[src/rtl/ahb_rr_arbiter.sv]
// ahb_rr_arbiter - AHB-2 round-robin bus arbiter.
//   Grants the bus to one master at a time and rotates fairly between requesters.
//   Fixed-length bursts (4/8/16 beats) and locked sequences keep the grant until they end.
//   An ERROR/RETRY/SPLIT response aborts a burst or a lock.
// Ports:
//   hclk, hreset       clock, synchronous active-high reset
//   busreq, hlock      per-master request / locked-access request
//   htrans, hburst     transfer and burst type of the current address-phase owner
//   hready, hresp      shared transfer-done and response from the slave mux
//   hgrant             one-hot grant (registered)
//   hmaster            address-phase owner index (registered)
//   hmastlock          owner is doing a locked transfer (registered)
module ahb_rr_arbiter #(
  parameter int NUM_MASTERS    = 4,
  parameter int DEFAULT_MASTER = 0
) (
  input  logic                   hclk,
  input  logic                   hreset,
  input  logic [NUM_MASTERS-1:0] busreq,
  input  logic [NUM_MASTERS-1:0] hlock,
  input  logic [1:0]             htrans,
  input  logic [2:0]             hburst,
  input  logic                   hready,
  input  logic [1:0]             hresp,
  output logic [NUM_MASTERS-1:0] hgrant,
  output logic [3:0]             hmaster,
  output logic                   hmastlock
);
  localparam logic [1:0] TR_IDLE   = 2'd0;
  localparam logic [1:0] TR_NONSEQ = 2'd2;
  localparam logic [1:0] TR_SEQ    = 2'd3;

  typedef enum logic [1:0] {ST_ARB, ST_BURST, ST_LOCKED} state_t;

  state_t                 r_state;
  logic [NUM_MASTERS-1:0] r_hgrant;
  logic [3:0]             r_hmaster;
  logic                   r_hmastlock;
  logic [3:0]             r_beat_cnt;
  logic [3:0]             r_rr_ptr;

  logic [3:0]             w_grant_idx;
  logic [3:0]             w_winner;
  logic [3:0]             w_burst_len;
  logic [NUM_MASTERS-1:0] w_win_oh;
  logic                   w_any_req;
  logic                   w_win_lock;
  logic                   w_own_lock;
  logic                   w_burst_start;
  logic                   w_arb_ok;
  logic                   w_abort;

  assign hgrant    = r_hgrant;
  assign hmaster   = r_hmaster;
  assign hmastlock = r_hmastlock;

  // Index of the one-hot grant holder.
  always_comb begin
    w_grant_idx = '0;
    for (int i = 0; i < NUM_MASTERS; i++)
      if (r_hgrant[i]) w_grant_idx = 4'(i);
  end

  // Round-robin scan rr_ptr+1 .. rr_ptr+NUM_MASTERS. Scanning from the far end
  // downwards lets the nearest requester overwrite earlier hits.
  always_comb begin
    int j;
    j         = 0;
    w_winner  = 4'(DEFAULT_MASTER);
    w_any_req = |busreq;
    for (int k = NUM_MASTERS; k >= 1; k--) begin
      j = int'(r_rr_ptr) + k;
      if (j >= NUM_MASTERS) j = j - NUM_MASTERS;
      if (busreq[j]) w_winner = 4'(j);
    end
  end

  assign w_win_oh   = NUM_MASTERS'(1) << w_winner;
  // Grant is one-hot, so masking avoids indexing with a possibly wider index.
  assign w_own_lock = |(hlock & r_hgrant);
  assign w_win_lock = w_any_req & |(hlock & w_win_oh);

  // hburst encodings 2..7 are the fixed-length bursts (WRAP4..INCR16).
  always_comb begin
    case (hburst)
      3'd2, 3'd3: w_burst_len = 4'd3;
      3'd4, 3'd5: w_burst_len = 4'd7;
      3'd6, 3'd7: w_burst_len = 4'd15;
      default:    w_burst_len = 4'd0;
    endcase
  end

  assign w_burst_start = (htrans == TR_NONSEQ) && (hburst >= 3'd2);
  // First response cycle of a non-OKAY response.
  assign w_abort       = (hresp != 2'b00) && !hready;

  always_comb begin
    w_arb_ok = 1'b0;
    case (r_state)
      ST_ARB:   w_arb_ok = hready && !w_burst_start;
      // Last beat accepted, or the master ended the burst early.
      ST_BURST: w_arb_ok = hready && ((htrans == TR_SEQ && r_beat_cnt == 4'd1) ||
                                      htrans == TR_IDLE || htrans == TR_NONSEQ);
      default:  w_arb_ok = 1'b0;
    endcase
  end

  always_ff @(posedge hclk) begin
    if (hreset) begin
      r_state     <= ST_ARB;
      r_hgrant    <= NUM_MASTERS'(1) << DEFAULT_MASTER;
      r_hmaster   <= 4'(DEFAULT_MASTER);
      r_hmastlock <= 1'b0;
      r_beat_cnt  <= '0;
      r_rr_ptr    <= 4'(DEFAULT_MASTER);
    end else begin
      if (hready) begin
        r_hmaster   <= w_grant_idx;
        r_hmastlock <= w_own_lock;
      end
      if (w_abort) begin
        r_state    <= ST_ARB;
        r_beat_cnt <= '0;
      end else if (w_arb_ok) begin
        r_hgrant   <= w_win_oh;
        if (w_any_req) r_rr_ptr <= w_winner;
        r_state    <= w_win_lock ? ST_LOCKED : ST_ARB;
        r_beat_cnt <= '0;
      end else begin
        case (r_state)
          ST_ARB:
            if (hready && w_burst_start) begin
              r_state    <= ST_BURST;
              r_beat_cnt <= w_burst_len;
            end
          ST_BURST:
            // BUSY and stalled beats hold the count.
            if (hready && htrans == TR_SEQ) r_beat_cnt <= r_beat_cnt - 4'd1;
          ST_LOCKED:
            // Lock released: keep the grant this edge, rearbitrate on the next.
            if (hready && !w_own_lock) r_state <= ST_ARB;
          default: r_state <= ST_ARB;
        endcase
      end
    end
  end
endmodule

[config.mk]
export PLATFORM = sky130hd
export DESIGN_NAME = ahb_rr_arbiter
export DESIGN_NICKNAME = d
export VERILOG_FILES = /design/src/rtl/ahb_rr_arbiter.sv
export SDC_FILE = /design/constraint.sdc
export NUM_CORES = 1
export LEC_CHECK = 0
export CORE_ASPECT_RATIO = 1.25
export CORE_MARGIN = 5
export CORE_UTILIZATION = 43
export CTS_CLUSTER_SIZE = 16
export DETAILED_ROUTE_END_ITERATION = 16
export PLACE_DENSITY = 0.67
export REMOVE_ABC_BUFFERS = 1
export SLEW_MARGIN = 40
export SYNTH_ARGS = -nofsm -noshare
export SYNTH_HDL_FRONTEND = slang
export SYNTH_SLANG_ARGS = --single-unit
[constraint.sdc]
create_clock -name hclk -period 6.9 [get_ports hclk]
set_input_delay 1.38 -clock hclk [delete_from_list [all_inputs] [get_ports hclk]]
set_output_delay 1.38 -clock hclk [all_outputs]
set_load 0.01 [all_outputs]
# Word-level counts from Yosys, hierarchy flattened
# Cells that the tools add are included.
# totals
regBits	19
latchBits	0
ram_bits	0
mem_bits_ro	0
in_bits	18
output_inout_bits	9
elab_cells	107
n_memories	0
# classes
n_addsub	9
mul	0
n_div	0
order_cmp	9
eq_ne	16
shift	1
muxes	33
n_bitwise	4
reduce_logical	29
# op_table
operator	count
$lt A32 B4 Y1 const B	4
$mux W32	4
$mux W4	8
$sub A5 B3 Y6 const B	4
$ge A5 B3 Y1 const B	4
$eq A3 B3 Y1 const B	4
$pmux W4 S3	1
$reduce_or A4 Y1	3
$add A4 B2 Y5 const B	2
$mux W1	9
$reduce_and A3 Y1	3
$and A4 B4 Y4	2
$bmux W1 S2	4
$logic_and A1 B1 Y1	8
$mux W2	4
$pmux W4 S2	1
$reduce_or A2 Y1	4
$eq A2 B2 Y1 const B	3
$eq A3 B2 Y1 const B	2
$ne A2 B2 Y1 const B	3
$ne A3 B3 Y1 const B	2
$pmux W2 S3	1
$add A4 B1 Y5 const B	1
$add A4 B3 Y5 const B	1
other kinds (14)	19

# Depth between registers and ports, before layout
# Gate-level depths: netlist of run 1.
# logic_depth
word_depth	16
depth_mapped	13
depth_no_buf	12

# Least setup slack after synthesis of run 1
# Ideal clock, no wire load.
# synth_timing
path_kind	in2reg
from	input busreq[0]
to	register r_hgrant[0] (netlist: hgrant[0])
setup_ps	96
t_arrival_ps	2913
required_time_ps	6804
path_slack_ps	3892
path_stages	6
n_path_buf	0
cell_sequence	mux4_2 -> nor2b_4 -> a22o_1 -> o31ai_4 -> nand2_2 -> o41ai_2
# synth_between
elab_chain_cells	8
word_cells_on_any_way	17
classes_between	shift: 1; mux: 16
# synth_rtl
element	line	source
from (decl)	19	input logic [NUM_MASTERS-1:0] busreq,
$bmux W1 S2	74	if (busreq[j]) w_winner = 4'(j);
$mux W1 (not written as such) (2 in a row)	74	
$mux W4 (3 in a row)	74	
$mux W4 (*)	74	
$shl A1 B4 Y4 (*)	78	assign w_win_oh = NUM_MASTERS'(1) << w_winner;
to (signal assigned)	111	r_hgrant <= NUM_MASTERS'(1) << DEFAULT_MASTER;
to (signal assigned)	125	r_hgrant <= w_win_oh;
to (decl)	36	logic [NUM_MASTERS-1:0] r_hgrant;
# Mark *: on every way between the ends. The rest lies on a longest branch, timed or not. The select of a mux whose other input is x is not followed.
# A chain may end at the register's enable or synchronous reset.

# Worst setup path in the final report of run 1
# layout_timing
from	input busreq[2]
to	register r_hgrant[0] (netlist: hgrant[0])
# Same word-level chain as after synthesis.

==> qor.yml, run 1 <==
run_status: "finished clean"
path_class: "in2reg"
post_cts_buffers: 0
cts_tree: "yes"
cpMaxStageDelayCell: "clkdlybuf4s50_1"
min_path_type: "reg2reg"
cts.path.max_buffers: 2
register_area_um2: 340
die_y_um: 77.9
syn-instance-count: 186
grt_pass1_wl_mm: 6.11
core_um2: 3510
synth_edf_count: 0
dr.pass1.iters: 4
worstMarginPinSlew_ps: 651
synth_top_flop_cell: "dfxtp_1"
antennaDiodeCount: 0
rows: 24
syn2layout_area_growth_pct: 18.3
fin_crit_sh_pct: 50.1
post_drt_wl_per_cell_um: 14.0
synthTopCellsByArea: "dfxtp_1, ha_1, mux4_2"
synth-async-reset-ratio_pct: 0
place_congestion: 0.881
crit_arrival_ps: 3620
rrSetupSlack_ps: 3540
die_x_um: 64.3
ys_ff_latch: 17
drive_gt1_share_pct: 7.21
cp-start-kind: "primary input"
synth.distinct_cells: 50
final.setup.tns_ps: 0
syn_area_per_cell_um2: 8.52
dieArea_um2: 5010
grt-ovfl-total: 0
routed_wl_mm: 3.45
multiInputGateArea_um2: 1150
grt_pass1_vias: 1427
grtUsageTotal_pct: 14.5
yosysWarnings: 0
hold_viol_final: 0
crit_path_end_kind: "flop"
irDropWorstVdd_mv: 0.138
port_buffers: 23
root_buffer: "clkbuf_8"
leakagePower_nw: 0.733
crit_required_ps: 7060
via_count: 1407
setup_viol: 0
fin_util_pct: 53.4
cts_sinks: 17
slew_violations: 0
via_per_inst: 5.70
cts_hold_buf: 0
power_density_nw_per_um2: 213
grt_max_degree: 15
total_power_w: 0.000399
syn_area_um2: 1590
cap_violations: 0
cts_inserted_buffers: 3
yosys.area.top_type_share_pct: 21.5
rsz0062_at_grt: "no"
final_nets: 246
ctsResizeCount: 0
fill_cells: 330
synth_area_leader_cell: "dfxtp_1"
max_stage_delay_ps: 540
start_util_pct: 45.1
fmax_mhz: 289
worstPathCellList: "clkdlybuf4s50_1 > mux4_2 > nor2b_4 > a22o_1 > o31ai_4 > nand2_2 > o41ai_2"
skew_ps: 2.95
io_pins: 27
seq_area_frac_synth_pct: 21.5
timing.slew.headroom_pct: 56.0
dpl.hpwl_mm: 2.80
clkLatencyLatePin_ps: 250
post-route-min-period_ps: 3460
cts-htree-levels: 1
cp_max_fo: 8
grt_antenna_before_repair: 0
drtIter0Drc: 80
path_clk_slew_ps: 70
drcViolationCount: 0
ant_nets: 0
-- kinds of logic after synthesis --
| group | after synthesis | synth area share, % |
|---|---|---|
| xor gates and xnor gates | 9 | 4.97 |
| AOI/OAI and AO/OA | 51 | 23.6 |
| and+or+nand+nor | 60 | 19.4 |
| buffers and inverters | 21 | 6.00 |
| DFF | 17 | 21.5 |
| muxes | 8 | 9.31 |
| adders and majority gates | 19 | 15.0 |
| other | 1 | 0.237 |
-- flip-flops by register name, indices dropped and copies added (netlist names) --
register    flops
r_rr_ptr        4
hmastlock       1
hgrant          4
r_beat_cnt      4
hmaster         2
r_state         2
-- cells in the final DEF, fill, tap and decap left out, types with 4 or more instances in the layout --
| cell type | n |
|---|---|
| nor2_1 | 23 |
| a21oi_1 | 12 |
| inv_1 | 15 |
| xnor2_1 | 9 |
| mux4_2 | 4 |
| nand2b_1 | 5 |
| a211oi_1 | 5 |
| dfxtp_1 | 17 |
| clkdlybuf4s50_1 | 23 |
| ha_1 | 19 |
| nor3_1 | 5 |
| o21ai_0 | 5 |
| nand2_1 | 9 |
-- synth_stat cells, types with 2 or more instances --
cell type	n
and3_1	2
a21oi_1	12
o21bai_1	2
nor3b_1	2
ha_1	19
buf_4	2
o41ai_2	2
a22oi_1	3
nand2_1	9
o21ai_1	3
o31a_1	2
inv_1	15
a32oi_1	3
xnor2_1	9
nand2b_1	5
mux4_2	4
nor3_1	5
nand3b_1	2
a211oi_1	5
o21ai_0	5
a22o_1	2
a31oi_1	3
nor2b_1	3
nor2_1	23
clkbuf_1	2
dfxtp_1	17
mux2i_1	2
-- final cells by class --
| cell class | count | area share [%] |
|---|---|---|
| clock buffers | 3 | 2.20 |
| clock inverters | 1 | 0.267 |
| repair buffers | 23 | 12.3 |
| well taps | 39 | 2.60 |
| inverters | 15 | 3.00 |
| multi-input cells | 149 | 61.5 |
| flip-flops and latches | 17 | 18.1 |
-- critical path: cells and delay by family --
family,cells,cell delay [ps]
buffers and inverters,1,540
and+or+nand+nor,2,260
muxes,1,520
AOI/OAI and AO/OA,3,900
-- stage by stage --
| step | area, um2 | setup slack (ps) | std cells | hold WS, ps |
|---|---|---|---|---|
| 2_1_floorplan | 1550 | 3890 | 181 | 445 |
| 3_3_place_gp | 1830 | 3230 | 243 | 458 |
| 3_5_place_dp | 1830 | 3180 | 243 | 482 |
| 4_1_cts | 1880 | 3460 | 247 | 492 |
| 5_1_grt | 1880 | 3220 | 247 | 521 |
| 6_report | 1880 | 3440 | 247 | 484 |
-- routing by layer --
metal	vias to the layer above	routed length, um	track usage (%)
li1	715	-	-
met1	660	1380	15.5
met2	24	1930	27.7
met3	8	82	1.59
met4	0	61	5.91
met5	-	0	0
-- power by group --
| group | total [W] | switching [W] | internal (W) |
|---|---|---|---|
| logic | 0.000205 | 0.000108 | 0.0000979 |
| clock network | 0.0000724 | 0.0000324 | 0.0000400 |
| registers | 0.000121 | 0.0000143 | 0.000106 |
| total | 0.000399 | 0.000154 | 0.000244 |
-- path summary, 6_finish.rpt --
kind                                      end     startpoint  cells past startpoint
worst max-delay path                hgrant[0]      busreq[2]                      7
worst min-delay path            r_beat_cnt[1]  r_beat_cnt[1]                      2
worst max register to register      hgrant[0]    r_rr_ptr[1]                     12
worst min register to register  r_beat_cnt[1]  r_beat_cnt[1]                      2
No activity file was read; power rests on OpenSTA's default activity.
==> inputs of run 2 (changes only) <==
==> constraint.sdc (replaced) <==
create_clock -name hclk -period 3.2 [get_ports hclk]
set_input_delay 0.64 -clock hclk [delete_from_list [all_inputs] [get_ports hclk]]
set_output_delay 0.64 -clock hclk [all_outputs]
set_load 0.01 [all_outputs]
==> qor.yml, run 2 (synthesized netlist as in run 1, its figures left out) <==
run_status: "finished clean"  # unchanged
place_inst: 253  # was 243
final_cell_mix: "nor2_1, clkdlybuf4s50_1, ha_1"  # unchanged
antennaDiodeCount: 0  # unchanged
dieArea_um2: 5010  # unchanged
fin_util_pct: 55.5  # was 53.4%
hold_viol_final: 0  # unchanged
min_path_type: "reg2reg"  # unchanged
skew_ps: 1.24  # was 2.95 ps
drtIter0Drc: 41  # was 80
grt-ovfl-total: 0  # unchanged
syn2layout_area_growth_pct: 23.0  # was 18.3%
place_congestion: 0.908  # was 0.881
cts_inserted_buffers: 3  # unchanged
cts_hold_buf: 0  # unchanged
via_per_inst: 5.71  # was 5.70
setup_slack_ps: 281  # was 3440 ps
worst-path-buf-inv: 3  # was 1
grt_pass1_wl_mm: 6.53  # was 6.11 mm
switching_share_pct: 38.6  # was 38.7%
via_count: 1467  # was 1,407
fmax_mhz: 343
drcViolationCount: 0  # unchanged
dp_slack_ps: 283  # was 3180 ps
cts_sinks: 17  # unchanged
crit_arrival_ps: 3080  # was 3620 ps
grt_antenna_before_repair: 0  # unchanged
cts_tree: "yes"  # unchanged
post_cts_buffers: 0  # unchanged
port_buffers: 23  # unchanged
cp_max_fo: 6  # was 8
crit_path_end_kind: "flop"  # unchanged
routed_wl_mm: 3.57  # was 3.45 mm
power_density_nw_per_um2: 461  # was 213 nW/um2
post_drt_wl_per_cell_um: 13.9  # was 14.0 um
path_clk_slew_ps: 70  # about the same
cts.path.max_buffers: 2  # unchanged
power_switching_w: 0.000346  # was 0.000154 W
root_buffer: "clkbuf_8"  # unchanged
io_pins: 27  # unchanged
drive_gt1_share_pct: 11.5  # was 7.21%
post-route-min-period_ps: 2920
die_x_um: 64.3  # unchanged
crit_required_ps: 3360  # was 7060 ps
seqPwrFrac_pct: 27.8  # was 30.3%
grt_pass1_vias: 1541  # was 1,427
worstMarginPinSlew_ps: 495  # was 651 ps
cpLargestDelayFamily: "compound AO/OA/AOI/OAI gates"  # unchanged
fin_crit_sh_pct: 91.2
cap_violations: 0  # unchanged
p_clk_share_pct: 18.1  # was 18.2%
core_um2: 3510  # unchanged
start_util_pct: 45.1  # unchanged
ant_nets: 0  # unchanged
setup_viol: 0  # unchanged
grt_max_degree: 14  # was 15
internal-power_w: 0.000552  # was 0.000244 W
min_to: "r_beat_cnt[1]"  # unchanged
timing.slew.headroom_pct: 66.8  # was 56.0%
grtUsageTotal_pct: 15.6  # was 14.5%
crit-reg2reg-capture: "hgrant[0]"  # unchanged
min_from: "r_beat_cnt[1]"  # unchanged
instances_no_fill: 257  # was 247
slew_violations: 0  # unchanged
ctsResizeCount: 0  # unchanged
final.setup.tns_ps: 0  # unchanged
dr.pass1.iters: 4  # unchanged
clkLatencyLatePin_ps: 250  # about the same
rrSetupSlack_ps: 280  # was 3540 ps
cp-start-kind: "flop"  # was primary input
path_class: "reg2reg"  # was in2reg
holdWs_ps: 494  # was 484 ps
cts-htree-levels: 1  # unchanged
rows: 24  # unchanged
irDropWorstVdd_mv: 0.372  # was 0.138 mV
reg2reg_depth: 13  # was 12
cpMaxStageDelayCell: "dfxtp_1"  # was clkdlybuf4s50_1
min_delay_path_depth: 2  # unchanged
leakagePower_nw: 0.783  # was 0.733 nW
rsz0062_at_grt: "no"  # unchanged
die_y_um: 77.9  # unchanged
max_stage_delay_ps: 430  # was 540 ps
final_nets: 256  # was 246
timing.rr.start: "r_rr_ptr[1]"  # unchanged
dpl.hpwl_mm: 2.95  # was 2.80 mm
combPwrFrac_pct: 54.0  # was 51.6%
worstPathCellList: "inv_1 > buf_4 > ha_1 > xnor2_1 > inv_1 > ha_1 > a21boi_0 > o21ai_0 > mux2i_1 > a22o_1 > o31ai_4 > nand2_2 > o41ai_2"  # was clkdlybuf4s50_1 > mux4_2 > nor2b_4 > a22o_1 > o31ai_4 > nand2_2 > o41ai_2
[run 2: cell count changes in the layout (fill, tap and decap cells not counted), sizes merged]
cell  delta
buf     +10
[run 2: worst reg2reg max path, delay by kind of cell, from the launching register on]
family	cells	cell delay [ps]
DFF	1	430
and+or+nand+nor	1	100
adders and majority gates	2	370
xor gates and xnor gates	1	160
muxes	1	150
buffers and inverters	3	310
AOI/OAI and AO/OA	5	1320
[run 2: per-layer routing]
layer / track usage, % / share of wire, %
met5: 0 / 0
met4: 7.33 / 2.4
met3: 3.03 / 2.0
met2: 29.1 / 56
met1: 16.3 / 39
[run 2: how the worst max path moves through the flow]
stage | slack, ps | endpoint | startpoint | cells past startpoint
after global routing | 10 | hgrant[2] | r_rr_ptr[1] | 12
final | 280 | hgrant[0] | r_rr_ptr[1] | 13
after global placement | 360 | hgrant[0] | r_rr_ptr[1] | 12
after CTS | 260 | hgrant[0] | r_rr_ptr[2] | 11
after detailed placement | 280 | hgrant[2] | r_rr_ptr[1] | 12
after floorplan | 300 | hgrant[0] | r_rr_ptr[1] | 12
[run 2: layout make-up]
type                       instances  area [um2]
clock inverter                     1        5.00
sequential                        17         340
clock buffer                       3        41.3
tap                               39        48.8
fill                             335        1560
timing repair buffer              33         305
multi-input combinational        149        1150
inverter                          15        56.3
[run 2: power groups by stage]
stage | logic [W] | registers [W] | clock network, W
2_1_floorplan | 0.000333 | 0.000261 | 0
3_3_place_gp | 0.000469 | 0.000254 | 0
3_5_place_dp | 0.000486 | 0.000255 | 0
4_1_cts | 0.000488 | 0.000250 | 0.000173
5_1_grt | 0.000545 | 0.000254 | 0.000192
6_report | 0.000486 | 0.000250 | 0.000163
[run 2: stage by stage]
step / power [W] / cell area, um2
detailed placement: 0.000741 / 1900
global route: 0.000992 / 1950
CTS: 0.000911 / 1950
floorplan: 0.000594 / 1550
global placement: 0.000723 / 1900
finish: 0.000899 / 1950
==> inputs of run 3 (changes only) <==
--- a/config.mk
+++ b/config.mk
@@ -6,13 +6,13 @@
 export NUM_CORES = 1
 export LEC_CHECK = 0
 export CORE_ASPECT_RATIO = 1.25
-export CORE_MARGIN = 5
+export CORE_MARGIN = 2
 export CORE_UTILIZATION = 43
+export CTS_CLUSTER_DIAMETER = 120
 export CTS_CLUSTER_SIZE = 16
 export DETAILED_ROUTE_END_ITERATION = 16
 export PLACE_DENSITY = 0.67
 export REMOVE_ABC_BUFFERS = 1
-export SLEW_MARGIN = 40
 export SYNTH_ARGS = -nofsm -noshare
 export SYNTH_HDL_FRONTEND = slang
 export SYNTH_SLANG_ARGS = --single-unit
==> qor.yml, run 3 (synthesized netlist as in run 1, its figures left out) <==
port_buffers: 23  # unchanged
start_util_pct: 45.1  # unchanged
post-route-min-period_ps: 2920  # about the same
setup_viol: 0  # unchanged
clkLatencyLatePin_ps: 250  # about the same
final_nets: 255  # was 256
crit_start: "r_rr_ptr[1]"  # unchanged
rows: 24  # unchanged
final.setup.tns_ps: 0  # unchanged
skew_ps: 3.64  # was 1.24 ps
core_um2: 3510  # unchanged
drcViolationCount: 0  # unchanged
via_per_inst: 5.60  # was 5.71
power_density_nw_per_um2: 461  # about the same
cts.path.max_buffers: 2  # unchanged
antennaDiodeCount: 0  # unchanged
grt-ovfl-total: 0  # unchanged
dpl.hpwl_mm: 2.92  # was 2.95 mm
grt_pass1_wl_mm: 5.98  # was 6.53 mm
worstMarginPinSlew_ps: 490  # was 495 ps
grt_pass1_vias: 1415  # was 1,541
min_path_type: "reg2reg"  # unchanged
run_status: "finished clean"  # unchanged
post_drt_wl_per_cell_um: 13.7  # was 13.9 um
cts_inserted_buffers: 3  # unchanged
timing.slew.headroom_pct: 67.1  # was 66.8%
hold_viol_final: 0  # unchanged
final_cell_mix: "nor2_1, clkdlybuf4s50_1, ha_1"  # unchanged
drive_gt1_share_pct: 11.5  # about the same
slew_violations: 0  # unchanged
max_stage_delay_ps: 440  # was 430 ps
cp_max_fo: 6  # unchanged
syn2layout_area_growth_pct: 22.7  # was 23.0%
leakagePower_nw: 0.778  # was 0.783 nW
path_clk_slew_ps: 70  # about the same
place_congestion: 0.829  # was 0.908
grt_max_degree: 14  # unchanged
path_class: "reg2reg"  # unchanged
crit_required_ps: 3360  # about the same
grt_antenna_before_repair: 0  # unchanged
routed_wl_mm: 3.51  # was 3.57 mm
worstPathCellList: "inv_1 > buf_4 > ha_1 > xnor2_1 > inv_1 > ha_1 > a21boi_0 > o21ai_0 > mux2i_1 > a22o_1 > o31ai_4 > nand2_2 > o41ai_2"  # unchanged
die_x_um: 58.3  # was 64.3 um
crit_path_end_kind: "flop"  # unchanged
via_count: 1433  # was 1,467
grtUsageTotal_pct: 17.7  # was 15.6%
cp-start-kind: "flop"  # unchanged
drtIter0Drc: 38  # was 41
cpMaxStageDelayCell: "dfxtp_1"  # unchanged
rsz0062_at_grt: "no"  # unchanged
dieArea_um2: 4190  # was 5010 um2
cts-htree-levels: 1  # unchanged
cap_violations: 0  # unchanged
timing.rr.start: "r_rr_ptr[1]"  # unchanged
min_from: "r_beat_cnt[1]"  # unchanged
die_y_um: 71.9  # was 77.9 um
fmax_mhz: 343  # about the same
root_buffer: "clkbuf_8"  # unchanged
post_cts_buffers: 0  # unchanged
ant_nets: 0  # unchanged
irDropWorstVdd_mv: 0.332  # was 0.372 mV
fin_area_um2: 1940  # was 1950 um2
io_pins: 27  # unchanged
fin_crit_sh_pct: 91.2  # about the same
dpl_cell_area_um2: 1900  # about the same
cts_tree: "yes"  # unchanged
dr.pass1.iters: 4  # unchanged
crit_arrival_ps: 3080  # about the same
cts_sinks: 17  # unchanged
## run 3: changes by cell type in the layout (fill, tap and decap cells not counted)
| cell | delta |
|---|---|
| dfxtp_2 | +1 |
| buf_4 | -1 |
| dfxtp_1 | -1 |
## run 3: timing repair
item	CTS	global route
resized for setup	0	1
hold buffers	0	0
endpoints found under the setup margin	0	3
## run 3: routing by layer
metal	GRT usage [%]	part of all wire (%)	up-vias
li1	-	-	739
met1	18.2	39	678
met2	36.6	59	14
met3	1.81	1.6	2
met4	3.36	0.48	0
met5	0	0	-
## run 3: per-stage QoR
step / setup WS [ps] / instances / util, % / total power, W / hold WS, ps
after floorplan: 303 / 181 / - / 0.000594 / 445
after global placement: 278 / 252 / 54.0 / 0.000721 / 461
after detailed placement: 207 / 252 / 54.0 / 0.000739 / 477
after CTS: 171 / 256 / 55.3 / 0.000905 / 486
after global routing: 47.6 / 256 / 55.3 / 0.000967 / 510
final: 282 / 256 / 55.3 / 0.000897 / 484
## run 3: path summary, 6_finish.rpt
kind | endpoint | slack (ps) | cells past startpoint
max | hgrant[0] | 280 | 13
min | r_beat_cnt[1] | 480 | 2
max reg2reg | hgrant[0] | 280 | 13
min reg2reg | r_beat_cnt[1] | 480 | 2
## run 3: worst max-delay path: cells and delay by family, from the launching register on
kind	cells	cell delay, ps
muxes	1	140
AOI/OAI and AO/OA	5	1290
and+or+nand+nor	1	100
adders and majority gates	2	360
xor gates and xnor gates	1	160
DFF	1	440
buffers and inverters	3	340
## run 3: power breakdown
group,switching [W],internal (W)
logic,0.000246,0.000235
registers,0.0000229,0.000230
clock network,0.0000773,0.0000864
total,0.000346,0.000551
## run 3: cell type report
class | count | area [um2]
Timing Repair Buffer | 32 | 298
Sequential cell | 17 | 342
Tap cell | 39 | 48.8
Multi-Input combinational cell | 149 | 1150
Inverter | 15 | 56.3
Clock buffer | 3 | 41.3
Clock inverter | 1 | 5.00
Fill cell | 328 | 1570
